File: config.mk
export PLATFORM = sky130hd
export DESIGN_NAME = lbdr_input_fifo
export DESIGN_NICKNAME = d
export VERILOG_FILES = /design/src/rtl/lbdr_input_fifo.sv
export SDC_FILE = /design/constraint.sdc
export NUM_CORES = 1
export LEC_CHECK = 0
export CAP_MARGIN = 20
export CORE_UTILIZATION = 40
export CTS_CLUSTER_SIZE = 10
export DETAILED_ROUTE_END_ITERATION = 7
export SETUP_SLACK_MARGIN = 0.2
export SKIP_LAST_GASP = 1
export SLEW_MARGIN = 20
export SYNTH_ARGS = -nofsm -noshare
export SYNTH_HDL_FRONTEND = slang
export SYNTH_SLANG_ARGS = --single-unit
export TNS_END_PERCENT = 1
File: constraint.sdc
create_clock -name clk -period 7.17 [get_ports clk]
set_input_delay 1.7925 -clock clk [delete_from_list [all_inputs] [get_ports clk]]
set_output_delay 1.7925 -clock clk [all_outputs]
set_load 0.01 [all_outputs]
File: src/rtl/lbdr_input_fifo.sv
// Per-input-port flit buffer ahead of the LBDR routing stage: first-word-fall-through
// FIFO with head-flit decode and a sticky packet-framing checker on the write side.
module lbdr_input_fifo #(
    parameter int DATA_WIDTH = 32,
    parameter int DEPTH      = 4
) (
    input  logic                     clk,
    input  logic                     rst,
    input  logic                     valid_in,
    input  logic [DATA_WIDTH-1:0]    data_in,
    output logic                     ready_out,
    input  logic                     read_en,
    output logic [DATA_WIDTH-1:0]    data_out,
    output logic [2:0]               flit_id,
    output logic [3:0]               dst_addr,
    output logic                     empty,
    output logic                     full,
    output logic [$clog2(DEPTH):0]   count,
    output logic                     frame_err
);

    localparam int AW = $clog2(DEPTH);
    localparam logic [AW:0] PTR_ONE = {{AW{1'b0}}, 1'b1};

    localparam logic [2:0] FLIT_HEADER  = 3'b001;
    localparam logic [2:0] FLIT_PAYLOAD = 3'b010;
    localparam logic [2:0] FLIT_TAIL    = 3'b100;

    typedef enum logic {
        IDLE,
        IN_PKT
    } frame_state_t;

    frame_state_t          frame_state;
    logic [AW:0]           wr_ptr;
    logic [AW:0]           rd_ptr;
    logic [DATA_WIDTH-1:0] mem [DEPTH];
    logic                  wr_fire;
    logic                  rd_fire;
    logic [2:0]            in_id;

    // Extra pointer MSB distinguishes full from empty when the index bits match.
    assign empty     = (wr_ptr == rd_ptr);
    assign full      = (wr_ptr[AW-1:0] == rd_ptr[AW-1:0]) && (wr_ptr[AW] != rd_ptr[AW]);
    assign count     = wr_ptr - rd_ptr;
    assign ready_out = ~full;

    assign wr_fire = valid_in & ~full;
    assign rd_fire = read_en & ~empty;
    assign in_id   = data_in[DATA_WIDTH-1 -: 3];

    assign data_out = empty ? '0 : mem[rd_ptr[AW-1:0]];
    assign flit_id  = data_out[DATA_WIDTH-1 -: 3];
    assign dst_addr = data_out[DATA_WIDTH-4 -: 4];

    always_ff @(posedge clk) begin
        if (!rst && wr_fire) begin
            mem[wr_ptr[AW-1:0]] <= data_in;
        end
    end

    always_ff @(posedge clk) begin
        if (rst) begin
            wr_ptr <= '0;
            rd_ptr <= '0;
        end else begin
            if (wr_fire) wr_ptr <= wr_ptr + PTR_ONE;
            if (rd_fire) rd_ptr <= rd_ptr + PTR_ONE;
        end
    end

    // Framing checker: advances only on accepted writes; offending flits are still stored.
    always_ff @(posedge clk) begin
        if (rst) begin
            frame_state <= IDLE;
            frame_err   <= 1'b0;
        end else if (wr_fire) begin
            case (frame_state)
                IDLE: begin
                    if (in_id == FLIT_HEADER) frame_state <= IN_PKT;
                    else                      frame_err   <= 1'b1;
                end
                IN_PKT: begin
                    if (in_id == FLIT_TAIL)         frame_state <= IDLE;
                    else if (in_id != FLIT_PAYLOAD) frame_err   <= 1'b1;
                end
                default: frame_state <= IDLE;
            endcase
        end
    end

endmodule

==> impl_metrics.prom <==
# TYPE chip_impl_metric gauge
chip_impl_metric{name="syn_to_final_growth",unit="%"} 27.6
chip_impl_metric{name="pre_cts_ws",unit="ns"} 2.76
chip_impl_info{name="run_status",value="completed"} 1
chip_impl_metric{name="cp_data_arrival_time",unit="ns"} 2.96
chip_impl_metric{name="worst_slew_margin_rel",unit="%"} 28.6
chip_impl_metric{name="finalCriticalPeriod",unit="ns"} 4.75
chip_impl_metric{name="cp_max_fo",unit=""} 33
chip_impl_metric{name="gpl.final_weighted_congestion",unit=""} 0.718
chip_impl_info{name="critical_path.cell_chain",value="inv_1, ha_1, nand2_1, nor2_4, clkdlybuf4s50_1"} 1
chip_impl_metric{name="grt_overflow",unit=""} 0
chip_impl_metric{name="cts.hold.buffers_added",unit=""} 0
chip_impl_metric{name="grt.met3_usage",unit="%"} 4.84
chip_impl_metric{name="syn-instance-count",unit=""} 276
chip_impl_metric{name="cts_sinks",unit=""} 138
chip_impl_metric{name="final_layout_size_suffix_gt1_share",unit="%"} 15.7
chip_impl_metric{name="floorplan.io_pins",unit=""} 82
chip_impl_metric{name="critical_path.max_stage_delay",unit="ns"} 0.87
chip_impl_metric{name="max_freq",unit="GHz"} 0.210
chip_impl_info{name="grt_setup_unrepaired",value="false"} 1
chip_impl_metric{name="ctsResizeCount",unit=""} 0
chip_impl_metric{name="num_antenna_cells",unit=""} 0
chip_impl_info{name="worstSetupEndpointType",value="primary output"} 1
chip_impl_metric{name="worstSkewPairLatency",unit="ns"} 0.41
chip_impl_info{name="slowest_library_cell_on_the_worst_path",value="sky130_fd_sc_hd__nor2_4"} 1
chip_impl_info{name="post-synth-top-area-cell",value="sky130_fd_sc_hd__edfxtp_1"} 1
chip_impl_metric{name="grt_util_all_layers",unit="%"} 15.0
chip_impl_info{name="root_buffer",value="sky130_fd_sc_hd__clkbuf_16"} 1
chip_impl_info{name="most_heavily_used_metal_layer_in_global_routing",value="met2"} 1
chip_impl_metric{name="layout_worst_path_cycle_share",unit="%"} 66.3
chip_impl_info{name="post_synth_main_area_contributors",value="sky130_fd_sc_hd__edfxtp_1 68%, sky130_fd_sc_hd__mux4_1 11%, sky130_fd_sc_hd__dfxtp_1 3.5%, sky130_fd_sc_hd__mux4_2 3.2%, sky130_fd_sc_hd__nor2b_1 3.0%"} 1
chip_impl_metric{name="drcViolationCount",unit=""} 0
chip_impl_metric{name="wl",unit="µm"} 9880
chip_impl_metric{name="cts-htree-levels",unit=""} 4
chip_impl_info{name="most-common-layout-cells",value="128 x sky130_fd_sc_hd__edfxtp_1, 81 x sky130_fd_sc_hd__clkdlybuf4s50_1, 27 x sky130_fd_sc_hd__nor2b_1"} 1
chip_impl_metric{name="floorplan.die.width",unit="µm"} 121
chip_impl_metric{name="largest_net_degree_at_the_start_of_global_routing",unit=""} 34
chip_impl_metric{name="dp.final_hpwl",unit="µm"} 5870
chip_impl_info{name="final_common_cell",value="sky130_fd_sc_hd__edfxtp_1"} 1
chip_impl_metric{name="layout.filler_cells",unit=""} 1119
chip_impl_metric{name="fin_ws",unit="ns"} 2.42
chip_impl_metric{name="finalHoldViolations",unit=""} 0
chip_impl_metric{name="number_of_global_route_vias_before_repair",unit=""} 2934
chip_impl_metric{name="post_synth.cell_area_avg",unit="µm²"} 20.5
chip_impl_metric{name="clockBufferDepth",unit=""} 2
chip_impl_metric{name="detail-route-antenna-nets",unit=""} 0
chip_impl_metric{name="synth_cell_area",unit="µm²"} 5650
chip_impl_metric{name="warning_count_from_the_yosys_run",unit=""} 0
chip_impl_metric{name="detail_route.vias_per_cell",unit=""} 4.94
chip_impl_metric{name="grt.met1_usage",unit="%"} 18.8
chip_impl_metric{name="postLayoutCoreUtil",unit="%"} 52.1
chip_impl_metric{name="leakage",unit="µW"} 0.00240
chip_impl_metric{name="start_util",unit="%"} 40.9
chip_impl_metric{name="route.detailed.wl_per_inst",unit="µm"} 17.8
chip_impl_metric{name="setup-tns-final",unit="ns"} 0
chip_impl_metric{name="via_count",unit=""} 2741
chip_impl_metric{name="floorplan.die.height",unit="µm"} 121
chip_impl_metric{name="die-area",unit="µm²"} 14600
chip_impl_metric{name="drt_iter0_markers",unit=""} 132
chip_impl_metric{name="final_report_max_slew_violation_count",unit=""} 0
chip_impl_info{name="worst_hold_path_type",value="reg -> reg"} 1
chip_impl_metric{name="core.rowCount",unit=""} 43
chip_impl_metric{name="setup_fix_buffers_added_after_clock_tree_synthesis",unit=""} 0
chip_impl_metric{name="peak_ir_drop_on_the_vdd_network",unit="µV"} 146
chip_impl_info{name="crit_type",value="reg -> out"} 1
chip_impl_metric{name="core_area",unit="µm²"} 13800
chip_impl_info{name="crit_path_start_kind",value="flop"} 1
chip_impl_metric{name="worst_clock_skew",unit="ns"} 0.0121
chip_impl_metric{name="grt_antenna_before_repair",unit=""} 0
chip_impl_metric{name="worst_setup_hold_path_clk_slew",unit="ns"} 0.06
chip_impl_metric{name="place.detailed.instances",unit=""} 524
chip_impl_metric{name="yosysTopAreaCellShare",unit="%"} 68.0
chip_impl_metric{name="required",unit="ns"} 5.38
chip_impl_metric{name="max_cap_violations",unit=""} 0
chip_impl_metric{name="ys_seq_area_share",unit="%"} 71.6
chip_impl_metric{name="yosysUniqueCellTypes",unit=""} 34
chip_impl_info{name="tritoncts",value="built"} 1
chip_impl_metric{name="total_power",unit="µW"} 2320
chip_impl_metric{name="layout.nets",unit=""} 407
chip_impl_metric{name="cts_buffers",unit=""} 17
chip_impl_metric{name="grt_use_met2",unit="%"} 24.2
chip_impl_metric{name="synth_fp_nets",unit=""} 320
chip_impl_metric{name="drt_pass1_iterations",unit=""} 6
chip_impl_metric{name="number_of_buffers_added_on_ports",unit=""} 81
chip_impl_metric{name="final_cell_count_no_fill",unit=""} 555
chip_impl_metric{name="setup-violations-final",unit=""} 0
chip_impl_metric{name="synth.ff_latch_count",unit=""} 138
chip_impl_metric{name="power_density",unit="nW/µm²"} 322
chip_impl_metric{name="worst-slew-pin-transition",unit="ns"} 1.07
chip_impl_metric{name="grt_pass1_wl",unit="µm"} 15700
## Yosys cell counts
master	number
sky130_fd_sc_hd__nor3b_1	4
sky130_fd_sc_hd__edfxtp_1	128
sky130_fd_sc_hd__xnor2_2	1
sky130_fd_sc_hd__a31oi_1	3
sky130_fd_sc_hd__buf_2	3
sky130_fd_sc_hd__nor4_1	1
sky130_fd_sc_hd__nor2b_1	27
sky130_fd_sc_hd__xnor2_1	2
sky130_fd_sc_hd__clkbuf_1	1
sky130_fd_sc_hd__and3b_1	1
sky130_fd_sc_hd__clkbuf_8	1
sky130_fd_sc_hd__ha_1	7
sky130_fd_sc_hd__nor3_1	1
sky130_fd_sc_hd__inv_1	7
sky130_fd_sc_hd__nor2_2	2
sky130_fd_sc_hd__o21ai_4	1
sky130_fd_sc_hd__o22ai_1	1
sky130_fd_sc_hd__nor2_1	8
sky130_fd_sc_hd__nand3_1	1
sky130_fd_sc_hd__xor2_1	4
sky130_fd_sc_hd__mux2i_1	1
sky130_fd_sc_hd__fa_1	1
sky130_fd_sc_hd__nand2_1	2
sky130_fd_sc_hd__mux4_1	24
sky130_fd_sc_hd__a21oi_1	2
sky130_fd_sc_hd__o211ai_1	2
sky130_fd_sc_hd__nor2b_4	5
sky130_fd_sc_hd__mux4_2	8
sky130_fd_sc_hd__a21o_1	1
sky130_fd_sc_hd__dfxtp_1	10
sky130_fd_sc_hd__o21ai_0	2
sky130_fd_sc_hd__buf_6	6
sky130_fd_sc_hd__inv_2	1
sky130_fd_sc_hd__buf_4	7
## worst paths after layout
kind	start	end	slack, ns	depth (start not counted)
max	wr_ptr[0]	empty	2.42	5
max reg2reg	wr_ptr[0]	mem[2][7]	4.30	6
min reg2reg	frame_err	frame_err	0.51	2
min	frame_err	frame_err	0.51	2
## flip-flops by register name, indices dropped and copies added, names as in the netlist, named ones only
signal,flops
frame_state,1
frame_err,1
rd_ptr,3
wr_ptr,3
mem,128
## cells by family (layout without fill, tap and decap cells)
family | count (synthesis) | in the layout | synth area share (%)
AOI/OAI and AO/OA | 12 | 12 | 1.48
xor gates and xnor gates | 7 | 7 | 1.22
adders and majority gates | 8 | 8 | 1.90
buffers and inverters | 26 | 125 | 3.23
DFF | 138 | 138 | 71.6
muxes | 33 | 33 | 14.5
and+or+nand+nor | 52 | 52 | 6.07
## cell type report
cell class | instances | area, µm² | area share [%]
clock inverters | 13 | 178 | 2.46
inverters | 8 | 30.0 | 0.417
clock buffers | 18 | 429 | 5.95
flip-flops and latches | 138 | 4050 | 56.2
well taps | 180 | 225 | 3.12
multi-input cells | 112 | 1450 | 20.1
repair buffers | 86 | 848 | 11.8
## metrics by stage
stage / instance area [µm²] / hold WS, ns
after global routing: 7210 / 0.530
after floorplan: 5650 / 0.485
after detailed placement: 6600 / 0.514
after global placement: 6600 / 0.486
after CTS: 7210 / 0.522
final: 7210 / 0.509
## critical path, delay by kind of cell, from the launching register on
| family | cells | cell delay (ns) |
|---|---|---|
| buffers and inverters | 2 | 0.81 |
| and+or+nand+nor | 2 | 1.07 |
| DFF | 1 | 0.35 |
| adders and majority gates | 1 | 0.31 |
## layer usage
metal  up-vias  routed length, µm
met5         -                  0
met4         0                 67
met3         2                414
met2        75               5040
met1      1388               4350
li1       1276                  -
## power breakdown
part	total [µW]	internal, µW	switching, µW
sequential	954	910	44.1
clock	891	576	314
combinational	473	279	194
total	2320	1770	552
(Power assumes the default switching activity.)
==> edit 1 (same settings) <==
Register the output `frame_err` once more, with the module's reset; this adds one clock of latency there. The other outputs are not delayed to match.
--- a/src/rtl/lbdr_input_fifo.sv
+++ b/src/rtl/lbdr_input_fifo.sv
@@ -30,6 +30,8 @@
         IDLE,
         IN_PKT
     } frame_state_t;
+
+    logic frame_err_s0;
 
     frame_state_t          frame_state;
     logic [AW:0]           wr_ptr;
@@ -73,21 +75,29 @@
     always_ff @(posedge clk) begin
         if (rst) begin
             frame_state <= IDLE;
-            frame_err   <= 1'b0;
+            frame_err_s0 <= 1'b0;
         end else if (wr_fire) begin
             case (frame_state)
                 IDLE: begin
                     if (in_id == FLIT_HEADER) frame_state <= IN_PKT;
-                    else                      frame_err   <= 1'b1;
+                    else                      frame_err_s0 <= 1'b1;
                 end
                 IN_PKT: begin
                     if (in_id == FLIT_TAIL)         frame_state <= IDLE;
-                    else if (in_id != FLIT_PAYLOAD) frame_err   <= 1'b1;
+                    else if (in_id != FLIT_PAYLOAD) frame_err_s0 <= 1'b1;
                 end
                 default: frame_state <= IDLE;
             endcase
         end
     end
 
+    always_ff @(posedge clk) begin
+        if (rst) begin
+            frame_err <= '0;
+        end else begin
+            frame_err <= frame_err_s0;
+        end
+    end
+
 endmodule
 
Behaviour: not the same (a bounded check fails within 4 cycles, from zero or initial values and one cycle with rst high).
==> edit 1 against the unedited design <==
Worst setup slack better by 0.19 ns. Sequential cell count up 1. Synthesized area up 0.49%. Wire length down 3.1%. Combinational power up 3%. Register-to-register slack better by 0.30 ns. Design area down 0.14%. Power down 3.3%. Sequential share of layout area up 0.32 points. Largest cell class unchanged. Largest power group unchanged.
==> edit 1: results (changes against the unedited design) <==
### Status
- **outcome** finished, final reports clean

### Route
- **total wire length** 9.565 mm, -3.1%
- **number of nets still failing antenna checks after routing** 0, unchanged
- **via density per instance** 4.856, -1.7%
- **number of iterations in the first detailed-routing pass** 4, -2
- **DRT met1 WL** 4.237 mm, -2.6%
- **highest routed metal layer** met4
- **wire length on met3** 373 microns, -9.9%
- **metal2 WL** 4.835 mm, -4.1%
- **number of DRC violations after detailed-routing iteration 0** 127, -3.8%

### Worst setup path
- **delay of the slowest cell on the worst path** 0.98 ns, +0.11 ns
- **standard cell with the maximum stage delay on the critical path** sky130_fd_sc_hd__dfxtp_2
- **FF-to-FF End** mem[2][22]$_DFFE_PP_
- **Register-to-Register Setup Slack** 4.60 ns, +0.30 ns
- **count of cells along the worst register-to-register path** 6, unchanged
- **Arr. time, crit path** 2.77 ns, -0.19 ns
- **Critical Path Fanout Max** 32, -3.0%

### Layout
- **number of flip-flops under the largest register name** 128, unchanged
- **ratio of cells with drive above 1 in the final layout** 14.44%, -1.3 points
- **Post-layout nets** 405, -0.49%

### Synth
- **most frequent cells after synthesis** sky130_fd_sc_hd__edfxtp_1, sky130_fd_sc_hd__mux4_1, sky130_fd_sc_hd__nor2b_1, sky130_fd_sc_hd__dfxtp_1, sky130_fd_sc_hd__nor2_1
- **Seq/Total Area, Yosys** 71.57%, about the same
- **Synthesis Warnings** 0, unchanged
- **number of distinct standard cells referenced by the synthesized netlist** 35, +2.9%
- **largest cells by area after synthesis** sky130_fd_sc_hd__edfxtp_1, sky130_fd_sc_hd__mux4_1, sky130_fd_sc_hd__dfxtp_1, sky130_fd_sc_hd__nor2b_1, sky130_fd_sc_hd__nor2b_4
- **total nets after synthesis** 321, +0.31%

### GRT
- **largest net degree at the start of global routing** 34, unchanged
- **routing usage on met3** 4.605%, -0.23 points
- **met1 usage in global routing** 17.01%, -1.8 points
- **total routing usage reported by global routing** 14.12%, -0.85 points
- **met2 capacity usage during global routing** 23.46%, -0.71 points
- **antenna violations before repair** 1, +1
- **vias in the first global route** 2,696, -8.1%
- **global-route wire length before repair** 14.49 mm, -7.8%

### Clock tree
- **deepest level of the CTS H-tree** 4, unchanged
- **buffers inserted by post-CTS timing repair** 0, unchanged
- **clock root buffer** sky130_fd_sc_hd__clkbuf_16
- **register clock-pin slew on the reported worst setup and hold paths** 0.06 ns, about the same
- **maximum buffer depth of the clock tree** 2, unchanged
- **clock buffer count from CTS** 17, unchanged

### Placed design
- **HPWL reported at the end of detailed placement** 5.393 mm, -8.2%
- **post-detailed-placement cell area** 6598 sq um, about the same
- **Worst Setup Slack post-DPL** 2.730 ns, -0.02808 ns
- **final weighted congestion in routability-driven placement** 0.7311, +1.8%
- **buffers added on ports** 81, unchanged

### Power and ir drop
- **standby leakage power** 2.395 nW, -0.15%
- **worst supply voltage drop on vdd** 133.1 uV, -8.9%

### Min path
- **Worst Hold Path Cells** 1, -1
- **hold path startpoint** frame_err_s0$_SDFFE_PP0P_
- **WHS Endpoint** frame_err$_SDFF_PP0_

### Timing
- **Worst slew margin** 33.61%, +5.0 points
- **setup clock skew after layout** 0.008689 ns, -0.003445 ns

-- edit 1: critical path, delay by kind of cell (launching register included) --
kind                   cells  cell delay (ns)
DFF                        1             0.98
muxes                      1             0.71
buffers and inverters      1             0.50
and+or+nand+nor            1             0.17
-- edit 1: how the worst max path moves through the flow --
stage               slack (ns)                  end  cells after the start
global placement          2.81                empty                      5
global route              2.44          data_out[0]                      3
detailed placement        2.73                empty                      5
CTS                       2.29                empty                      5
finish                    2.61          data_out[0]                      3
floorplan                 3.38  mem[3][0]$_DFFE_PP_                      2
-- edit 1: metrics by stage --
stage / utilization, % / hold WS (ns) / instances
after floorplan: - / 0.4442 / 277
after global placement: 47.53 / 0.4652 / 520
after detailed placement: 47.53 / 0.4710 / 520
after CTS: 51.51 / 0.4742 / 552
after global routing: 51.86 / 0.5041 / 554
final: 51.86 / 0.4761 / 554
-- edit 1: logic make-up after synthesis --
logic type               synth area share (%)
buffers and inverters                   2.842
AO/OA/AOI/OAI                           1.256
AND/OR/NAND/NOR                         6.346
adder cells (fa/ha/maj)                 1.895
XOR/XNOR                                1.366
multiplexers                            14.72
flip-flops                              71.57
-- edit 1: final cells by class --
type,count,area [sq um]
Clock buffer,18,429.2
Clock inverter,14,123.9
Fill cell,1125,6683
Inverter,7,26.28
Multi-Input combinational cell,113,1469
Sequential cell,139,4066
Tap cell,180,225.2
Timing Repair Buffer,83,858.3
-- edit 1: where the power goes --
part / leakage (nW) / internal, mW / switching (mW)
Sequential: 1.25 / 0.915 / 0.0410
Clock: 0.252 / 0.476 / 0.322
Combinational: 0.889 / 0.290 / 0.197
Total: 2.39 / 1.68 / 0.560
==> edit 2 (config.mk and constraints unchanged) <==
Without the edit above. Change the parameter `DATA_WIDTH` from 32 to 28.
--- a/src/rtl/lbdr_input_fifo.sv
+++ b/src/rtl/lbdr_input_fifo.sv
@@ -1,7 +1,7 @@
 // Per-input-port flit buffer ahead of the LBDR routing stage: first-word-fall-through
 // FIFO with head-flit decode and a sticky packet-framing checker on the write side.
 module lbdr_input_fifo #(
-    parameter int DATA_WIDTH = 32,
+    parameter int DATA_WIDTH = 28,
     parameter int DEPTH      = 4
 ) (
     input  logic                     clk,
Interface: changed (resized data_in and data_out); port bits go from 82 to 74. No check against the original RTL was run, so the function may have changed too.
==> edit 2 against the unedited design <==
Global-route usage is 0.080 points higher. Sequential cell count is 16 lower. First-iteration DRC count is 16% lower. Synthesized area is 13% lower. Critical path depth is 2 higher. Power is 4.4% lower. Sequential power is 11% lower. Utilization is 1.6 points higher. Design area is 11% lower. Non-clock buffer count is 8 lower. Final cell count is 12% lower. Wire length is 12% lower. Worst setup slack better by 0.34 ns. Critical endpoint is now flit_id[0].
==> edit 2: results (changes against the unedited design) <==
### Status
- **outcome** finished, final reports clean

### GRT
- **vias in the first global route** 2,623, -11%
- **global-route wire length before repair** 13.75 mm, -13%
- **largest net degree at the start of global routing** 30, -12%
- **total routing usage reported by global routing** 15.05%, +0.080 points

### Route
- **number of iterations in the first detailed-routing pass** 4, -2
- **number of DRC violations after detailed-routing iteration 0** 111, -16%

### Synth
- **total nets after synthesis** 291, -9.1%
- **count of flip-flops with a built-in enable after synthesis** 112, -13%
- **largest cells by area after synthesis** sky130_fd_sc_hd__edfxtp_1, sky130_fd_sc_hd__mux4_2, sky130_fd_sc_hd__dfxtp_1, sky130_fd_sc_hd__nor2b_1, sky130_fd_sc_hd__ha_1
- **most frequent cells after synthesis** sky130_fd_sc_hd__edfxtp_1, sky130_fd_sc_hd__mux4_2, sky130_fd_sc_hd__nor2b_1, sky130_fd_sc_hd__dfxtp_1, sky130_fd_sc_hd__nor2_1
- **Seq/Total Area, Yosys** 72.67%, +1.1 points
- **number of distinct standard cells referenced by the synthesized netlist** 32, -5.9%

### Worst setup path
- **Critical Path Fanout Max** 29, -12%
- **delay of the slowest cell on the worst path** 0.59 ns, -0.28 ns
- **Register-to-Register Setup Slack** 4.60 ns, +0.30 ns
- **Arr. time, crit path** 2.62 ns, -0.34 ns
- **critical path's top delay family** buffers and inverters
- **standard cell with the maximum stage delay on the critical path** sky130_fd_sc_hd__clkdlybuf4s50_1

### Timing
- **setup clock skew after layout** 0.01285 ns, +0.0007160 ns
- **Tightest Pin Transition** 0.7871 ns, -0.2814 ns
- **post-route worst hold slack** 0.4735 ns, -0.03590 ns

### Layout
- **filler cell count in the final layout** 962, -14%
- **ratio of cells with drive above 1 in the final layout** 21.87%, +6.1 points
- **number of flip-flops under the largest register name** 112, -13%

### Power and ir drop
- **standby leakage power** 2.126 nW, -11%
- **worst supply voltage drop on vdd** 158.5 uV, +8.5%

### Placed design
- **buffers added on ports** 73, -9.9%

-- edit 2: worst max path at each step --
stage                                      start             endpoint  slack [ns]  cells after the start
after floorplan                              rst  mem[0][0]$_DFFE_PP_        2.61                      2
after global placement                 flip-flop           flit_id[0]        3.01                      3
after detailed placement               flip-flop         data_out[25]        2.98                      3
after CTS                              flip-flop         data_out[25]        2.54                      3
after global routing      wr_ptr[0]$_SDFFE_PP0N_           flit_id[0]        2.57                      7
final                     wr_ptr[0]$_SDFFE_PP0N_           flit_id[0]        2.76                      7
-- edit 2: where the power goes --
part	switching (mW)	internal, mW
clock network	0.298	0.652
registers	0.0432	0.805
logic	0.167	0.250
total	0.509	1.71
-- edit 2: cell type report --
cell class,count,share of cell area [%]
multi-input cells,104,18.70
clock buffers,17,6.624
well taps,147,2.864
repair buffers,78,11.96
flip-flops and latches,122,55.56
clock inverters,14,3.818
inverters,8,0.4676
-- edit 2: cell families (layout without fill, tap and decap cells) --
kind of cell | after synthesis | after routing | synth area share (%)
compound gates | 12 | 12 | 1.710
mux | 29 | 29 | 13.06
flops | 122 | 122 | 72.67
simple gates | 48 | 48 | 5.665
buf+inv | 25 | 117 | 3.292
xor+xnor | 7 | 7 | 1.404
fa+ha+maj | 8 | 8 | 2.194
-- edit 2: worst reg2reg max path, cell delays in order (launching register included) --
cell,delay (ns)
sky130_fd_sc_hd__dfxtp_1,0.37
sky130_fd_sc_hd__inv_1,0.11
sky130_fd_sc_hd__ha_1,0.33
sky130_fd_sc_hd__nand2_1,0.26
sky130_fd_sc_hd__o21ai_4,0.14
sky130_fd_sc_hd__nor3b_2,0.57
sky130_fd_sc_hd__buf_4,0.44
-- edit 2: metal layers --
metal | wire length, microns | up-vias | global-route usage, %
li1 | - | 1138 | -
met1 | 3776 | 1262 | 17.93
met2 | 4476 | 66 | 25.47
met3 | 411 | 5 | 4.767
met4 | 48 | 0 | 6.044
met5 | 0 | - | 0
-- edit 2: per-stage QoR --
stage          std cells  total power, mW  util, %  setup slack (ns)  area, sq um
2_1_floorplan        251            1.101        -             2.609         4903
3_3_place_gp         459            1.287    48.06             3.006         5749
3_5_place_dp         459            1.290    48.06             2.984         5749
4_1_cts              490            2.246    53.67             2.539         6420
5_1_grt              490            2.305    53.69             2.565         6422
6_report             490            2.216    53.69             2.757         6422
